<file path="config.mk">
export PLATFORM = sky130hd
export DESIGN_NAME = pipelined_adder_flat
export DESIGN_NICKNAME = d
export VERILOG_FILES = /design/src/rtl/adder_pkg.sv /design/src/rtl/pipelined_adder_if.sv /design/src/rtl/adder_slice.sv /design/src/rtl/pipelined_adder.sv /design/src/flat_wrapper.sv
export SDC_FILE = /design/constraint.sdc
export NUM_CORES = 1
export LEC_CHECK = 0
export ABC_AREA = 1
export CORE_ASPECT_RATIO = 0.75
export CORE_MARGIN = 1
export CORE_UTILIZATION = 56
export CTS_BUF_LIST = sky130_fd_sc_hd__clkbuf_8
export DETAILED_ROUTE_END_ITERATION = 6
export GPL_TIMING_DRIVEN = 0
export PLACE_DENSITY = 0.82
export SETUP_SLACK_MARGIN = 0.05
export SYNTH_ARGS = -nofsm -noshare
export SYNTH_HDL_FRONTEND = slang
export SYNTH_SLANG_ARGS = --single-unit
</file>
<file path="constraint.sdc">
create_clock -name clk -period 4.8 [get_ports clk]
set_input_delay 0.48 -clock clk [delete_from_list [all_inputs] [get_ports clk]]
set_output_delay 0.48 -clock clk [all_outputs]
set_load 0.02 [all_outputs]
</file>
<file path="src/rtl/adder_pkg.sv">
// Shared constants and helpers for the pipelined ripple-carry adder.
package adder_pkg;

  localparam int DEF_WIDTH  = 32;
  localparam int DEF_STAGES = 4;

  // Width of the slice resolved in each pipeline stage.
  function automatic int slice_w(input int width, input int stages);
    return width / stages;
  endfunction

endpackage

</file>
<file path="src/rtl/pipelined_adder_if.sv">
// Input and output valid/ready bundle of pipelined_adder.
// The sub port exists only when PIPE_ADDER_SUB_EN is defined.
interface pipelined_adder_if
  import adder_pkg::*;
#(
  parameter int WIDTH = DEF_WIDTH
);

  logic             in_valid;
  logic             in_ready;
  logic [WIDTH-1:0] a;
  logic [WIDTH-1:0] b;
  logic             cin;
`ifdef PIPE_ADDER_SUB_EN
  logic             sub;
`endif
  logic             out_valid;
  logic             out_ready;
  logic [WIDTH-1:0] sum;
  logic             cout;

`ifdef PIPE_ADDER_SUB_EN
  modport master (output in_valid, a, b, cin, sub, out_ready,
                  input  in_ready, out_valid, sum, cout);
  modport slave  (input  in_valid, a, b, cin, sub, out_ready,
                  output in_ready, out_valid, sum, cout);
`else
  modport master (output in_valid, a, b, cin, out_ready,
                  input  in_ready, out_valid, sum, cout);
  modport slave  (input  in_valid, a, b, cin, out_ready,
                  output in_ready, out_valid, sum, cout);
`endif

endinterface

</file>
<file path="src/rtl/adder_slice.sv">
// Combinational W-bit ripple-carry adder built from full_adder cells.
module full_adder (
  input  logic a,
  input  logic b,
  input  logic ci,
  output logic s,
  output logic co
);

  assign s  = a ^ b ^ ci;
  assign co = (a & b) | (ci & (a ^ b));

endmodule

module adder_slice
  import adder_pkg::*;
#(
  parameter int W = slice_w(DEF_WIDTH, DEF_STAGES)
) (
  input  logic [W-1:0] a,
  input  logic [W-1:0] b,
  input  logic         cin,
  output logic [W-1:0] sum,
  output logic         cout
);

  logic [W:0] c;

  assign c[0] = cin;

  for (genvar i = 0; i < W; i++) begin : g_bit
    full_adder u_fa (
      .a  (a[i]),
      .b  (b[i]),
      .ci (c[i]),
      .s  (sum[i]),
      .co (c[i+1])
    );
  end

  assign cout = c[W];

endmodule

</file>
<file path="src/rtl/pipelined_adder.sv">
// Pipelined ripple-carry adder: one SLICE_W-bit slice per stage, carry registered between stages.
// Define PIPE_ADDER_SUB_EN to add the sub port (a-b via inverted B and forced carry-in).
module pipelined_adder
  import adder_pkg::*;
#(
  parameter int WIDTH  = DEF_WIDTH,
  parameter int STAGES = DEF_STAGES
) (
  input  logic              clk,
  input  logic              rst,
  pipelined_adder_if.slave  bus
);

  localparam int SLICE_W = slice_w(WIDTH, STAGES);

  if (STAGES < 1 || (WIDTH % STAGES) != 0) begin : g_bad_params
    $error("pipelined_adder: WIDTH must be a multiple of STAGES and STAGES >= 1");
  end

  logic [STAGES-1:0] v;
  logic [STAGES-1:0] adv;
  logic              in_ready_c;
  logic [WIDTH-1:0]  b_eff;
  logic              cin_eff;

`ifdef PIPE_ADDER_SUB_EN
  assign b_eff   = bus.sub ? ~bus.b : bus.b;
  assign cin_eff = bus.sub | bus.cin;
`else
  assign b_eff   = bus.b;
  assign cin_eff = bus.cin;
`endif

  // Advance chain resolved from the output back to the input.
  always_comb begin : p_adv
    logic room;
    // NOTE: blocking assignments here on purpose -- 'room' carries the ripple from one
    // stage to the next within the same evaluation; every output gets a value first.
    room = bus.out_ready;
    adv  = '0;
    for (int k = STAGES - 1; k >= 0; k--) begin
      adv[k] = v[k] && room;
      room   = !v[k] || adv[k];
    end
    in_ready_c = room;
  end

  assign bus.in_ready = in_ready_c;

  for (genvar k = 0; k < STAGES; k++) begin : g_stage
    localparam int LO_W = (k + 1) * SLICE_W;
    localparam int UP_W = WIDTH - LO_W;

    logic [SLICE_W-1:0] sa, sb, ss;
    logic               sci, sco;
    logic               take, fill;
    logic [LO_W-1:0]    s_nxt;
    logic [LO_W-1:0]    s_q;
    logic               c_q;
    logic               v_q;

    if (k == 0) begin : g_head
      assign sa    = bus.a[SLICE_W-1:0];
      assign sb    = b_eff[SLICE_W-1:0];
      assign sci   = cin_eff;
      assign take  = bus.in_valid && in_ready_c;
      assign s_nxt = ss;
    end else begin : g_body
      assign sa    = g_stage[k-1].g_up.a_up[SLICE_W-1:0];
      assign sb    = g_stage[k-1].g_up.b_up[SLICE_W-1:0];
      assign sci   = g_stage[k-1].c_q;
      assign take  = adv[k-1];
      assign s_nxt = {ss, g_stage[k-1].s_q};
    end

    adder_slice #(.W(SLICE_W)) u_slice (
      .a    (sa),
      .b    (sb),
      .cin  (sci),
      .sum  (ss),
      .cout (sco)
    );

    assign fill = !v_q || adv[k];

    always_ff @(posedge clk) begin
      if (rst) begin
        v_q <= 1'b0;
        s_q <= '0;
        c_q <= 1'b0;
      end else if (fill) begin
        v_q <= take;
        if (take) begin
          s_q <= s_nxt;
          c_q <= sco;
        end
      end
    end

    // Unprocessed upper operand bits travel alongside the partial sum.
    if (UP_W > 0) begin : g_up
      logic [UP_W-1:0] a_in, b_in;
      logic [UP_W-1:0] a_up, b_up;

      if (k == 0) begin : g_src
        assign a_in = bus.a[WIDTH-1:SLICE_W];
        assign b_in = b_eff[WIDTH-1:SLICE_W];
      end else begin : g_src
        assign a_in = g_stage[k-1].g_up.a_up[UP_W+SLICE_W-1:SLICE_W];
        assign b_in = g_stage[k-1].g_up.b_up[UP_W+SLICE_W-1:SLICE_W];
      end

      // NOTE: operand registers are not reset -- they are only read behind a set valid
      // bit; sum/carry above are reset because they drive visible outputs.
      always_ff @(posedge clk) begin
        if (fill && take) begin
          a_up <= a_in;
          b_up <= b_in;
        end
      end
    end

    assign v[k] = v_q;
  end

  assign bus.out_valid = v[STAGES-1];
  assign bus.sum       = g_stage[STAGES-1].s_q;
  assign bus.cout      = g_stage[STAGES-1].c_q;

endmodule

</file>
<file path="src/flat_wrapper.sv">
// flat-port wrapper written by rule: the top's interface ports become plain ports
module pipelined_adder_flat import adder_pkg::*;
#(
  parameter int WIDTH  = DEF_WIDTH,
  parameter int STAGES = DEF_STAGES
)
  (clk, rst, bus_in_valid, bus_a, bus_b, bus_cin, bus_out_ready, bus_in_ready, bus_out_valid, bus_sum, bus_cout);
  pipelined_adder_if #(.WIDTH(WIDTH)) bus_i ();
  input  logic clk;
  input  logic rst;
  input wire logic [$bits(bus_i.in_valid)-1:0] bus_in_valid;
  input wire logic [$bits(bus_i.a)-1:0] bus_a;
  input wire logic [$bits(bus_i.b)-1:0] bus_b;
  input wire logic [$bits(bus_i.cin)-1:0] bus_cin;
  input wire logic [$bits(bus_i.out_ready)-1:0] bus_out_ready;
  output wire logic [$bits(bus_i.in_ready)-1:0] bus_in_ready;
  output wire logic [$bits(bus_i.out_valid)-1:0] bus_out_valid;
  output wire logic [$bits(bus_i.sum)-1:0] bus_sum;
  output wire logic [$bits(bus_i.cout)-1:0] bus_cout;
  assign bus_i.in_valid = bus_in_valid;
  assign bus_i.a = bus_a;
  assign bus_i.b = bus_b;
  assign bus_i.cin = bus_cin;
  assign bus_i.out_ready = bus_out_ready;
  assign bus_in_ready = bus_i.in_ready;
  assign bus_out_valid = bus_i.out_valid;
  assign bus_sum = bus_i.sum;
  assign bus_cout = bus_i.cout;
  pipelined_adder #(.WIDTH(WIDTH), .STAGES(STAGES)) u_core (.clk(clk), .rst(rst), .bus(bus_i));
endmodule
</file>
==> reports/metrics.csv <==
stage,metric,value,unit
outcome,status,completed,
detailed_routing,Vias per Instance,5.07,
power,Comb pwr share,8.5,%
finish,Filler cells,783,
power,Sw Ratio,22.6,%
grt,antenna violations before repair,0,
critical_path,CP Launch Type,flop,
cts,H-tree depth,4,
place,IO buf count,102,
sta,Worst Clk Skew,0.0139,ns
detailed_routing,remaining antenna violation count,0,
yosys,Mapped Area,0.00678,mm²
floorplan,Die H,97.3,µm
sta,post-route minimum period,3.87,ns
floorplan,initial core utilization,58.0,%
place,Placer Congestion,0.821,
yosys,Post-synth EDFFs,96,
power,Power Dens Cells,367,mW/mm²
critical_path,crit path kind,flop to flop,
finish,nets,784,
sta,Max Slew Vio Count,0,
critical_path,crit path max fanout,1,
sta,Min Hold Slack,0.424,ns
yosys,count of cell types in the netlist,21,
detailed_routing,total wire length,12.9,mm
power,Max VDD drop,0.230,mV
sta,relative slew slack,38.9,%
power,Reg power frac,57.2,%
flow_run,total of max-cap violations,0,
sta,f_max,259,MHz
detailed_routing,DRC Markers,0,
yosys,"top cells by count, synth","nor2_1, edfxtp_1, dfxtp_1",
sta,crit share post-route,80.6,%
finish,register area,0.00464,mm²
grt,"Remaining Overflow, GRT",0,
finish,Finished Core Util,72.2,%
detailed_routing,Detailed Route Iter0 Violations,433,
finish,Layout Cells excl Fill,858,
cts,clock root buffer,clkbuf_8,
cts,clock sinks,184,
critical_path,"slowest stage delay, CP",0.43,ns
critical_path,"Top cell by count, worst path",fa_1,
critical_path,Worst EP required,5.16,ns
yosys,synth top area cells,"edfxtp_1, dfxtp_1, fa_1",
floorplan,Die Wd,129,µm
cts,total CTS buffers,17,
cts,Max Root-Sink Buffers,2,
critical_path,WP data arrival,4.23,ns
sta,total negative slack,0,ns
critical_path,crit path cell chain,inv_1 -> fa_1 -> inv_1 -> fa_1 -> fa_1 -> fa_1 -> fa_1 -> fa_1 -> fa_1 -> inv_1 -> fa_1 -> a21oi_1,
finish,area delta synth->final,24.6,%
power,P_int,0.00240,W
power,switching power of the nets,0.000700,W
floorplan,num rows,34,
floorplan,core footprint,0.0117,mm²
sta,Final Hold Viols,0,
power,Tot Pwr,0.00310,W
cts,postcts setup bufs,0,
cts,# hold bufs at CTS,0,
sta,Final Setup Violations,0,
grt,first-pass GRT wire length,21.5,mm
yosys,Synth Register Bits,184,
finish,number of diodes,0,
hold_path,Hold/Removal Path Class,flop to flop,
place,post-DP HPWL,9.44,mm
power,P_leak,3.32,nW
sta,Worst-Margin Slew,0.917,ns
yosys,Synth Net Count,662,
yosys,Synth Warn #,0,
grt,Total GRT Usage,23.4,%
yosys,Synth top area share,42.5,%
cts,Clock Latency Late Sink,0.45,ns
floorplan,# IOs,104,
critical_path,Critical Path Sink Type,flop,
detailed_routing,via count,4354,
critical_path,CP max stage cell,fa_1,
floorplan,die area,0.0126,mm²
cts,CTS tree,done,
yosys,top_reg_cell synth,edfxtp_1,
cts,Clock transition at path regs,0.09,ns
yosys,post-synth top area cell,edfxtp_1,
yosys,Synth async-reset ratio,0,%
power,Clk pwr share,34.3,%
cts,post-CTS sizing,0,
grt,number of global-route vias before repair,4393,
yosys,Synth Instances,561,
yosys,register area share after synthesis,68.5,%
finish,area of the multi-input gates,0.00186,mm²
sta,RSZ-0062 raised after global routing,no,
yosys,cell with the most instances after synthesis,nor2_1,
finish,share of layout cells above drive strength 1,8.19,%
yosys,mean area per synthesized cell,12.1,µm²
detailed_routing,routed len/inst,15.0,µm
detailed_routing,First-pass DRT Iterations,5,
place,placed cells,826,
grt,largest net degree at the start of global routing,42,
-- worst max-delay path, delay by kind of cell (launching register included) --
family	cells	cell delay [ns]
adders and majority gates	8	3.04
DFF	1	0.37
buffers and inverters	3	0.22
AOI/OAI and AO/OA	1	0.16
-- layout make-up --
type	instances	share of cell area, %
clock buffer	18	2.93
sequential	184	55.0
clock inverter	14	2.00
inverter	42	1.87
buffer	26	1.57
tap	162	2.40
timing repair buffer	103	12.3
multi-input combinational	309	22.0
-- per-stage QoR --
step                worst slack, ns  cell area (µm²)
floorplan                      1.10             6780
global placement              0.171             8010
detailed placement            0.552             8040
CTS                           0.925             8450
global route                  0.803             8450
finish                        0.933             8450
-- state kept, by name (all words and copies together), names as in the netlist --
signal,count
u_core.g_stage.s_q,48
u_core.g_stage.c_q,3
u_core.g_stage.v_q,3
u_core.bus.out_valid,1
u_core.g_stage.g_up.b_up,48
u_core.g_stage.g_up.a_up,48
u_core.bus.cout,1
u_core.bus.sum,32
-- cells by family after synthesis --
kind of cell / count (synthesis) / synth area share, %
AO/OA/AOI/OAI: 84 / 6.20
flip-flops: 184 / 68.5
adder cells (fa/ha/maj): 32 / 9.44
buffers and inverters: 68 / 4.28
AND/OR/NAND/NOR: 193 / 11.6
-- routing by layer --
layer  share of wire [%]  track usage, %
met1                  41            29.2
met2                  51            38.8
met3                 5.6            5.73
met4                 2.3            9.86
met5                   0               0
-- cells in the final DEF, fill, tap and decap left out, types with 3 or more instances in the layout --
cell / instances
bufinv_16: 3
inv_4: 3
inv_1: 41
edfxtp_1: 96
o21ai_0: 67
a21oi_1: 15
clkbuf_1: 10
fa_1: 32
nand3_1: 12
inv_6: 4
nand2_1: 18
nor2_4: 3
clkdlybuf4s50_1: 102
dfxtp_1: 88
clkbuf_8: 18
buf_2: 11
nor2_1: 155
inv_2: 3
-- power groups by stage --
| stage | registers, W | logic, W | clock network, W |
|---|---|---|---|
| floorplan | 0.00181 | 0.000127 | 0 |
| global placement | 0.00181 | 0.000248 | 0 |
| detailed placement | 0.00181 | 0.000262 | 0 |
| CTS | 0.00177 | 0.000264 | 0.00108 |
| global route | 0.00178 | 0.000296 | 0.00115 |
| finish | 0.00177 | 0.000262 | 0.00106 |
-- worst paths after layout --
path,from,endpoint,slack (ns),cells after the start
worst max register to register,u_core.g_stage[2].g_up.b_up[0],u_core.bus.sum[31],0.93,12
worst max-delay path,u_core.g_stage[2].g_up.b_up[0],u_core.bus.sum[31],0.93,12
worst min register to register,u_core.g_stage[0].g_up.a_up[18],u_core.g_stage[1].g_up.a_up[10],0.42,0
worst min-delay path,u_core.g_stage[0].g_up.a_up[18],u_core.g_stage[1].g_up.a_up[10],0.42,0
Note: power is estimated with default switching activity, not from simulation.
